[src/rtl/frame_pkg.sv]
// Shared types and default sizes for the frame receive path.
package frame_pkg;

    typedef enum logic [1:0] {
        PRE_B = 2'd0,
        PRE_M = 2'd1,
        PRE_W = 2'd2
    } preamble_t;

    typedef enum logic [1:0] {
        HUNT,
        RUN,
        ERR
    } seq_state_t;

    localparam int SUBFRAME_BITS_DEF    = 28;
    localparam int FRAMES_PER_BLOCK_DEF = 192;

endpackage

[src/rtl/frame_sequencer_sat_counter.sv]
// Saturating up-counter used for the sequencer statistics.
module sat_counter #(
    parameter int WIDTH = 8
) (
    input  logic             clk,
    input  logic             rst,
    input  logic             inc_i,
    output logic [WIDTH-1:0] count_o
);

    logic [WIDTH-1:0] count_q;

    always_ff @(posedge clk or posedge rst) begin
        if (rst) begin
            count_q <= '0;
        end else if (inc_i && !(&count_q)) begin
            count_q <= count_q + 1'b1;
        end
    end

    assign count_o = count_q;

endmodule

[src/rtl/frame_sequencer.sv]
// Receive sequencer feeding frame_dismantle: preamble order, subframe length, timeout.
// Statistics counters are built only when FRAME_SEQ_STATS_EN is defined.
//
// state | meaning
// HUNT  | waiting for a B preamble, bits ignored
// RUN   | forwarding payload bits, checking framing
// ERR   | one-cycle fault: sync_err + dis_rst, then HUNT
module frame_sequencer
    import frame_pkg::*;
#(
    parameter int SUBFRAME_BITS    = SUBFRAME_BITS_DEF,
    parameter int FRAMES_PER_BLOCK = FRAMES_PER_BLOCK_DEF,
    parameter int TIMEOUT          = 4096
) (
    input  logic        clk,
    input  logic        rst,
    input  logic        bit_valid,
    input  logic        bit_data,
    input  logic        pre_valid,
    input  logic [1:0]  pre_type,
    input  logic        done,
    input  logic        kill,
    output logic        vin,
    output logic        din,
    output logic [7:0]  frame_counter,
    output logic        in_channel,
    output logic        dis_rst,
    output logic        locked,
    output logic        sync_err,
    output logic [15:0] block_count,
    output logic [7:0]  err_count
);

    localparam int BW = $clog2(SUBFRAME_BITS + 1);
    localparam int IW = $clog2(TIMEOUT + 1);

    seq_state_t     state_q, state_d;
    logic [BW-1:0]  bit_cnt_q, bit_cnt_d;
    logic [IW-1:0]  idle_q, idle_d;
    logic [7:0]     frame_q, frame_d;
    logic           chan_q, chan_d;
    logic           vin_q, vin_d;
    logic           din_q, din_d;
    logic           locked_q, locked_d;
    logic           fault;
    logic           full;
    preamble_t      exp_pre;

    always_ff @(posedge clk or posedge rst) begin
        if (rst) begin
            state_q   <= HUNT;
            bit_cnt_q <= '0;
            idle_q    <= '0;
            frame_q   <= '0;
            chan_q    <= 1'b0;
            vin_q     <= 1'b0;
            din_q     <= 1'b0;
            locked_q  <= 1'b0;
        end else begin
            state_q   <= state_d;
            bit_cnt_q <= bit_cnt_d;
            idle_q    <= idle_d;
            frame_q   <= frame_d;
            chan_q    <= chan_d;
            vin_q     <= vin_d;
            din_q     <= din_d;
            locked_q  <= locked_d;
        end
    end

    always_comb begin
        state_d   = state_q;
        bit_cnt_d = bit_cnt_q;
        idle_d    = idle_q;
        frame_d   = frame_q;
        chan_d    = chan_q;
        vin_d     = 1'b0;
        din_d     = din_q;
        locked_d  = locked_q;
        fault     = 1'b0;
        full      = (bit_cnt_q == BW'(SUBFRAME_BITS));
        // Channel A is always followed by W; channel B by M, or B at block end
        if (!chan_q) begin
            exp_pre = PRE_W;
        end else if (frame_q == 8'(FRAMES_PER_BLOCK - 1)) begin
            exp_pre = PRE_B;
        end else begin
            exp_pre = PRE_M;
        end

        case (state_q)
            HUNT: begin
                if (pre_valid && pre_type == PRE_B) begin
                    state_d   = RUN;
                    bit_cnt_d = '0;
                    idle_d    = '0;
                    frame_d   = '0;
                    chan_d    = 1'b0;
                end
            end
            RUN: begin
                if (bit_valid && pre_valid) begin
                    fault = 1'b1;
                end else if (pre_valid) begin
                    if (!full || pre_type != exp_pre) begin
                        fault = 1'b1;
                    end else begin
                        bit_cnt_d = '0;
                        if (!chan_q) begin
                            chan_d = 1'b1;
                        end else begin
                            chan_d  = 1'b0;
                            frame_d = (exp_pre == PRE_B) ? 8'd0 : frame_q + 8'd1;
                        end
                    end
                end else if (bit_valid) begin
                    if (full) begin
                        fault = 1'b1;
                    end else begin
                        vin_d     = 1'b1;
                        din_d     = bit_data;
                        bit_cnt_d = bit_cnt_q + 1'b1;
                    end
                end

                if (kill) begin
                    fault = 1'b1;
                end

                if (bit_valid || pre_valid) begin
                    idle_d = '0;
                end else if (idle_q == IW'(TIMEOUT - 1)) begin
                    fault = 1'b1;
                end else begin
                    idle_d = idle_q + 1'b1;
                end

                if (done && !kill) begin
                    locked_d = 1'b1;
                end

                if (fault) begin
                    state_d  = ERR;
                    vin_d    = 1'b0;
                    locked_d = 1'b0;
                end
            end
            ERR: begin
                state_d   = HUNT;
                bit_cnt_d = '0;
                idle_d    = '0;
                locked_d  = 1'b0;
            end
            default: begin
                state_d = HUNT;
            end
        endcase
    end

    assign vin           = vin_q;
    assign din           = din_q;
    assign frame_counter = frame_q;
    assign in_channel    = chan_q;
    assign locked        = locked_q;
    assign sync_err      = (state_q == ERR);
    assign dis_rst       = (state_q == ERR);

`ifdef FRAME_SEQ_STATS_EN
    logic good_blk;
    assign good_blk = (state_q == RUN) && done && !kill;

    sat_counter #(.WIDTH(16)) u_block_cnt (
        .clk     (clk),
        .rst     (rst),
        .inc_i   (good_blk),
        .count_o (block_count)
    );

    sat_counter #(.WIDTH(8)) u_err_cnt (
        .clk     (clk),
        .rst     (rst),
        .inc_i   (state_q == ERR),
        .count_o (err_count)
    );
`else
    assign block_count = '0;
    assign err_count   = '0;
`endif

endmodule
[config.mk]
export PLATFORM = sky130hd
export DESIGN_NAME = frame_sequencer
export DESIGN_NICKNAME = d
export VERILOG_FILES = /design/src/rtl/frame_pkg.sv /design/src/rtl/frame_sequencer_sat_counter.sv /design/src/rtl/frame_sequencer.sv
export SDC_FILE = /design/constraint.sdc
export NUM_CORES = 1
export LEC_CHECK = 0
export BUFFER_PORTS_ARGS = -buffer_cell sky130_fd_sc_hd__buf_2
export CAP_MARGIN = 20
export CORE_ASPECT_RATIO = 1.5
export CORE_UTILIZATION = 25
export DETAILED_ROUTE_END_ITERATION = 7
export PLACE_DENSITY = 0.5
export SYNTH_ARGS = -nofsm -noshare
export SYNTH_HDL_FRONTEND = slang
export SYNTH_SLANG_ARGS = --single-unit
[constraint.sdc]
create_clock -name clk -period 3 [get_ports clk]
set_clock_uncertainty 0.1 [all_clocks]
set_input_delay 0.15 -clock clk [delete_from_list [all_inputs] [get_ports clk]]
set_output_delay 0.15 -clock clk [all_outputs]
set_load 0.005 [all_outputs]
==> results of run 1 <==
cell families after synthesis:
family	Yosys count	share of synthesized area [%]
compound gates	66	20.69
mux	2	1.008
other cells	1	0.1777
simple gates	99	25.02
fa+ha+maj	4	2.371
buf+inv	44	12.80
flops	32	37.94
power by group through the flow:
stage	Sequential (µW)	Combinational [µW]	Clock, µW
finish	456	108	506
global route	458	123	539
CTS	456	110	524
detailed placement	464	108	0
global placement	463	108	0
floorplan	459	100	0
stage by stage:
stage,instances,cell area (µm²)
6_report,377,2391
5_1_grt,377,2391
4_1_cts,377,2391
3_5_place_dp,367,2225
3_3_place_gp,367,2225
2_1_floorplan,271,2197
worst register-to-register path, delay by kind of cell, from the launching register on:
kind,cells,cell delay (ns)
flip-flops,1,0.43
AND/OR/NAND/NOR,4,1.47
adder cells (fa/ha/maj),1,0.31
AO/OA/AOI/OAI,1,0.14
cell usage in the layout (no fill, tap or decap), types with 4 or more instances in the layout:
cell,count
nand2_1,15
nor3b_1,4
buf_2,22
conb_1,24
nor4_1,6
or3_1,7
and3_1,4
clkbuf_16,5
dfrtp_1,32
a21oi_1,16
inv_1,11
o21ai_0,19
a211o_1,4
nand3_1,20
o31ai_1,6
ha_1,4
nor2_1,17
nor3_1,6
flip-flops by register name, summed over array words and instances (netlist names):
register	count
state_q	2
locked	1
bit_cnt_q	5
vin	1
frame_counter	8
din	1
in_channel	1
idle_q	13
worst max-delay path by stage:
stage	from	to	slack, ns	depth (start not counted)
after floorplan	frame_counter[0]	bit_cnt_q[1]	0.81	6
after CTS	frame_counter[0]	frame_counter[1]	0.41	6
final	frame_counter[0]	frame_counter[1]	0.41	6
after global placement	frame_counter[0]	frame_counter[1]	0.47	6
after detailed placement	frame_counter[0]	frame_counter[4]	0.42	6
after global routing	frame_counter[0]	frame_counter[1]	0.24	6
what timing repair did:
item | in CTS | in global routing
setup endpoints to repair | 0 | 0
gates resized for setup | 0 | 0
hold endpoints to repair | 33 | 0
hold buffers | 2 | 0
metal layers:
layer / track usage (%) / up-vias
met1: 12.59 / 900
met2: 22.62 / 31
met5: 0 / -
met3: 2.231 / 9
li1: - / 907
met4: 5.786 / 0
layout make-up:
class | count | area, µm²
Fill cell | 863 | 5717
Timing Repair Buffer | 26 | 145.1
Sequential cell | 32 | 800.8
Multi-Input combinational cell | 195 | 1126
Inverter | 11 | 41.29
Clock buffer | 8 | 146.4
Tap cell | 105 | 131.4
==> qor.txt, run 1 <==
Nets: 284
max_slew headroom: 49.04%
I/O Buffers: 22
Max Buffers Root-to-Sink: 2
DRC Markers: 0
EDFF count, synth: 0
setup TNS: 0 ns
Worst Tran Pin Value: 0.7575 ns
Yosys top cell by area: dfrtp_1
area share of the leading cell type in the synthesized netlist: 37.94%
Crit. End Element: flip-flop
r2r setup slk: 0.41 ns
Sw Pwr: 259.9 µW
Syn-to-layout area delta: 13.28%
Peak VDD IR: 217.4 µV
Core Rows: 40
Seq cells post-synth: 32
outcome: finished clean
most frequent cells after synthesis: 32 x dfrtp_1, 25 x buf_4, 20 x nand3_1
Synth Area per Inst: 8.511 µm²
Final Critical Period: 2.593 ns
register area share after synthesis: 37.94%
leak pwr: 0.001076 µW
crit-path leading delay family: simple AND/OR/NAND/NOR gates
count leader, synth: dfrtp_1
Ports: 47
CP required: 3.05 ns
Crit path largest cell delay: 0.64 ns
layout cell share with drive strength beyond 1: 13.24%
Tcrit/Tclk final: 86.44%
CTS H-Tree Depth: 2
DR WL met3: 148 µm
vias in the first global route: 1748
first-iteration detailed-routing DRC count: 79
Synth Flop Type: dfrtp_1
HPWL after detailed placement: 3.658 mm
pwr dens: 447.7 nW/µm²
CTS tree: built
warnings from Yosys: 0
Chip Height: 114.5 µm
Setup CP Type: flip-flop to flip-flop
gr ovfl total: 0
max layer used: met4
reg2reg end: frame_counter[1]
final worst slack: 0.4068 ns
drt first pass iters: 4
met2 wire length: 2.657 mm
antenna violations before repair: 0
drt via density: 4.899
Sw Ratio: 24.28%
ys async rst share: 100.0%
first-pass GRT wire length: 8.342 mm
gr usage total: 11.97%
Core Region: 8108 µm²
Bufs and invs on worst path: 0
worst-path fanout max: 7
final setup violation count: 0
CTS Buf Count: 5
Synth area leaders: dfrtp_1 38%, buf_4 8.9%, nand3_1 4.7%
reg2reg path depth: 6
antenna diode count: 0
sequential power share: 42.6%
Cell Int Power: 810.5 µW
largest net degree at the start of global routing: 33
post-route ant nets: 0
Final Util: 29.49%
clock power share: 47.2%
worst min path class: input port to flip-flop
final hold slack: 0.008172 ns
RSZ-0062 raised after global routing: false
clock root cell: clkbuf_16
pre-CTS WS: 0.4248 ns
met1 WL: 2.009 mm
Hold Crit Start: bit_data
Mapped Area: 2111 µm²
number of clock sinks: 32
CP arrival: 2.64 ns
hold path cells: 2
gpl congestion: 0.8016
postcts setup bufs: 0
die area: 8822 µm²
max-slew violation total from the final report: 0
cell at the slowest stage of the critical path: nor4_1
Post-Synthesis Cells: 248
Worst Setup Start Kind: flip-flop
worst hold endpoint: din
Max-cap violations: 0
Clk pin slew, worst setup/hold paths: 0.05 ns
DR WL/cell: 13.09 µm
DRT Wirelength: 4.934 mm
Power Total: 1070 µW
Clk Latency, worst-skew pair: 0.28 ns
chip width: 77.03 µm
fmax: 0.3856 GHz
combinational power share: 10.1%
count of final hold-check violations: 0
Netlist cell types: 47
CP Cell Sequence: ha_1 -> and4b_1 -> and4_1 -> nor4_1 -> or2_1 -> o21ai_0
worst reg2reg startpoint: frame_counter[0]
DR vias: 1847
Initial Util: 26.03%
Note: power is estimated with default switching activity, not from simulation.
==> run 2: changes to the inputs <==
--- a/config.mk
+++ b/config.mk
@@ -8,9 +8,9 @@
 export BUFFER_PORTS_ARGS = -buffer_cell sky130_fd_sc_hd__buf_2
 export CAP_MARGIN = 20
 export CORE_ASPECT_RATIO = 1.5
-export CORE_UTILIZATION = 25
+export CORE_UTILIZATION = 54
 export DETAILED_ROUTE_END_ITERATION = 7
-export PLACE_DENSITY = 0.5
+export PLACE_DENSITY = 0.87
 export SYNTH_ARGS = -nofsm -noshare
 export SYNTH_HDL_FRONTEND = slang
 export SYNTH_SLANG_ARGS = --single-unit
==> qor.txt, run 2 (synthesis gave the netlist of run 1 again) <==
die area: 4168 µm²
leak pwr: 0.001055 µW
Clk pin slew, worst setup/hold paths: 0.06 ns
Crit path largest cell delay: 0.51 ns
Nets: 285
number of clock sinks: 32
gr ovfl total: 0
setup TNS: 0 ns
fmax: 0.4188 GHz
DR vias: 1854
RSZ-0062 raised after global routing: false
chip width: 53.05 µm
outcome: finished clean
clock root cell: clkbuf_8
Clk Latency, worst-skew pair: 0.28 ns
max_slew headroom: 63.95%
Max Buffers Root-to-Sink: 2
Chip Height: 78.57 µm
Setup CP Type: flip-flop to flip-flop
CP arrival: 2.46 ns
Worst Tran Pin Value: 0.5407 ns
Final Critical Period: 2.388 ns
pwr dens: 397.4 nW/µm²
Core Region: 3716 µm²
count of final hold-check violations: 0
first-pass GRT wire length: 7.348 mm
gpl congestion: 0.8442
worst-path fanout max: 13
placed cell count: 306
number of flip-flops in the largest register: 13
CTS Buf Count: 5
Syn-to-layout area delta: 7.291%
Power Total: 900.1 µW
final worst slack: 0.6120 ns
DRT Wirelength: 4.406 mm
drt via density: 5.867
Final Util: 60.94%
antenna diode count: 0
Non-Filler Instances: 316
Crit. End Element: flip-flop
Biggest register: idle_q
Peak VDD IR: 381.5 µV
Ports: 47
Worst Setup Start Kind: flip-flop
largest net degree at the start of global routing: 33
I/O Buffers: 22
CP Cell Sequence: or3_1 -> a211o_1 -> a21o_4 -> or2_1 -> a221o_1
antenna violations before repair: 0
pre-CTS WS: 0.6198 ns
DRC Markers: 0
r2r setup slk: 0.61 ns
final setup violation count: 0
Initial Util: 56.80%
vias in the first global route: 1690
Core Rows: 27
gr usage total: 23.94%
Tcrit/Tclk final: 79.60%
CTS H-Tree Depth: 2
DR WL/cell: 13.94 µm
worst min path class: input port to flip-flop
post-route ant nets: 0
HPWL after detailed placement: 3.242 mm
commonest non-fill, non-tap cell in the layout: dfrtp_1
Max-cap violations: 0
CTS tree: built
postcts setup bufs: 0
commonest non-fill, non-tap cells in the layout: 32 x dfrtp_1, 24 x conb_1, 22 x buf_2
drt first pass iters: 5
cell at the slowest stage of the critical path: dfrtp_1
max-slew violation total from the final report: 0
CP required: 3.07 ns
layout cell share with drive strength beyond 1: 13.55%
first-iteration detailed-routing DRC count: 56
run 2: cell count changes in the layout (fill, tap and decap cells not counted):
| cell | change |
|---|---|
| buf_4 | +1 |
| clkbuf_8 | +5 |
| clkbuf_16 | -5 |
run 2: per-stage QoR:
step	hold slack (ns)	cell area [µm²]
floorplan	0.1164	2197
global placement	0.1537	2155
detailed placement	0.1531	2155
CTS	0.001115	2265
global route	0.02076	2265
finish	0.003212	2265
run 2: path summary, 6_finish.rpt:
check,startpoint,end,cells past startpoint
worst max register to register,state_q[0],frame_counter[4],5
worst min register to register,din,din,1
worst min-delay path,bit_data,din,2
min in group asynchronous,rst,idle_q[9],4
worst max-delay path,state_q[0],frame_counter[4],5
max in group asynchronous,rst,frame_counter[7],4
run 2: cell type report:
class                   count  area, µm²
multi-input cells         195       1126
well taps                  43      53.80
repair buffers             27      152.6
clock buffers               8      90.09
flip-flops and latches     32      800.8
fillers                   355       1451
inverters                  11      41.29
run 2: report_power, final:
part	switching, µW	total (µW)	internal [µW]
sequential	12.8	455	442
clock	151	338	187
combinational	68.7	107	38.2
total	233	900	667
run 2: critical path, delay by kind of cell, from the launching register on:
kind / cells / cell delay (ns)
compound gates: 3 / 0.93
simple gates: 2 / 0.74
flops: 1 / 0.51
run 2: metal layers:
metal / vias up / track usage [%] / share of wire (%)
met4: 0 / 11.84 / 2.1
met5: - / 0 / 0
met1: 892 / 26.45 / 41
met3: 8 / 5.620 / 4.1
li1: 907 / - / -
met2: 47 / 41.14 / 53
run 2: timing repair:
| item | 4_1_cts | 5_1_grt |
|---|---|---|
| hold buffers | 2 | 0 |
| gates resized for setup | 0 | 0 |
| endpoints found under the hold margin | 33 | 0 |
==> run 3: changes to the inputs <==
--- a/config.mk
+++ b/config.mk
@@ -8,9 +8,9 @@
 export BUFFER_PORTS_ARGS = -buffer_cell sky130_fd_sc_hd__buf_2
 export CAP_MARGIN = 20
 export CORE_ASPECT_RATIO = 1.5
-export CORE_UTILIZATION = 54
+export CORE_UTILIZATION = 49
 export DETAILED_ROUTE_END_ITERATION = 7
-export PLACE_DENSITY = 0.87
+export PLACE_DENSITY = 0.83
 export SYNTH_ARGS = -nofsm -noshare
 export SYNTH_HDL_FRONTEND = slang
 export SYNTH_SLANG_ARGS = --single-unit
==> constraint.sdc (replaced) <==
create_clock -name clk -period 2 [get_ports clk]
set_clock_uncertainty 0.1 [all_clocks]
set_input_delay 0.1 -clock clk [delete_from_list [all_inputs] [get_ports clk]]
set_output_delay 0.1 -clock clk [all_outputs]
set_load 0.005 [all_outputs]
==> qor.txt, run 3 (synthesis gave the netlist of run 1 again) <==
fill count: 353
Core Rows: 28
drt via density: 5.886
pwr dens: 541.0 nW/µm²
largest net degree at the start of global routing: 33
Final Critical Period: 2.048 ns
number of flip-flops in the largest register: 13
Biggest register: idle_q
I/O Buffers: 22
Setup CP Type: flip-flop to flip-flop
drt first pass iters: 4
chip width: 55.59 µm
max-slew violation total from the final report: 0
Crit. End Element: flip-flop
DR vias: 2066
Worst Setup Start Kind: flip-flop
worst-path fanout max: 4
gr ovfl total: 0
Worst Tran Pin Value: 0.5435 ns
Ports: 47
CP arrival: 2.17 ns
Max Buffers Root-to-Sink: 2
clock root cell: clkbuf_8
Max-cap violations: 0
final hold slack: 0.08595 ns
commonest non-fill, non-tap cells in the layout: 35 x buf_4, 30 x dfrtp_1, 24 x conb_1
CTS tree: built
CP required: 2.12 ns
leak pwr: 0.001233 µW
Nets: 318
max_slew headroom: 63.63%
placed cell count: 339
placed inst area: 2421 µm²
CTS H-Tree Depth: 2
Peak VDD IR: 554.8 µV
fmax: 0.4882 GHz
outcome: finished with violations
Non-Filler Instances: 351
Syn-to-layout area delta: 23.89%
DRT Wirelength: 5.362 mm
final std cell area, no fill: 2615 µm²
gpl congestion: 0.7963
final setup violation count: 1
count of final hold-check violations: 0
Chip Height: 82.39 µm
vias in the first global route: 2001
first-pass GRT wire length: 8.721 mm
post-route ant nets: 0
layout cell share with drive strength beyond 1: 29.08%
gr usage total: 24.41%
HPWL after detailed placement: 3.757 mm
first-iteration detailed-routing DRC count: 127
worst min path class: input port to flip-flop
number of clock sinks: 32
commonest non-fill, non-tap cell in the layout: buf_4
die area: 4580 µm²
final worst slack: -0.04822 ns
Clk Latency, worst-skew pair: 0.29 ns
CTS Buf Count: 5
antenna diode count: 0
Tcrit/Tclk final: 102.4%
RSZ-0062 raised after global routing: true
Core Region: 4029 µm²
antenna violations before repair: 0
Initial Util: 52.39%
DRC Markers: 0
failing checks: setup timing
Clk pin slew, worst setup/hold paths: 0.06 ns
setup TNS: -0.04822 ns
DR WL/cell: 15.28 µm
[run 3: final cells by class]
cell class | count | area (µm²) | area share [%]
clock buffer | 6 | 82.58 | 3.158
clock inverter | 2 | 10.01 | 0.3828
inverter | 11 | 41.29 | 1.579
multi-input combinational | 195 | 1219 | 46.60
sequential | 32 | 803.3 | 30.72
tap | 45 | 56.30 | 2.153
timing repair buffer | 60 | 402.9 | 15.41
[run 3: worst paths after layout]
check                           cells past startpoint                to  slack (ns)             start
worst max-delay path                                8  frame_counter[6]       -0.05  frame_counter[1]
min in group asynchronous                           4         idle_q[9]        0.33               rst
max in group asynchronous                           4  frame_counter[0]        1.14               rst
worst max register to register                      8  frame_counter[6]       -0.05  frame_counter[1]
worst min-delay path                                4        state_q[0]        0.09       pre_type[1]
worst min register to register                      1               din        0.41               din
[run 3: layer usage]
metal | vias to the layer above | global-route usage (%) | wire, µm
met1 | 1019 | 25.55 | 2109
met4 | 0 | 13.25 | 133
met3 | 12 | 4.829 | 185
met5 | - | 0 | 0
li1 | 974 | - | -
met2 | 61 | 46.02 | 2933
[run 3: through the flow]
step	utilization [%]	worst slack (ns)	total power, µW
final	64.91	-0.04822	1415
after global routing	64.91	-0.09085	1478
after CTS	63.48	0.004402	1420
after detailed placement	60.09	-0.01085	897.4
after global placement	60.09	0.01945	891.9
after floorplan	-	-0.01711	841.3
[run 3: worst max-delay path, stage by stage (launching register included)]
cell     delay, ns
dfrtp_1       0.39
ha_4          0.15
and4b_2       0.27
and4_4        0.26
nor3_2        0.05
buf_4         0.14
buf_4         0.15
nor4_2        0.29
o22a_1        0.18
[run 3: what timing repair did]
item	CTS	global route
setup buffers	0	1
hold endpoints to repair	34	0
endpoints found under the setup margin	4	21
pin swaps	2	8
hold buffers	3	0
resized for setup	3	11
[run 3: power breakdown]
part           internal [µW]  switching (µW)
combinational           93.8             131
clock                    274             241
sequential               664            10.9
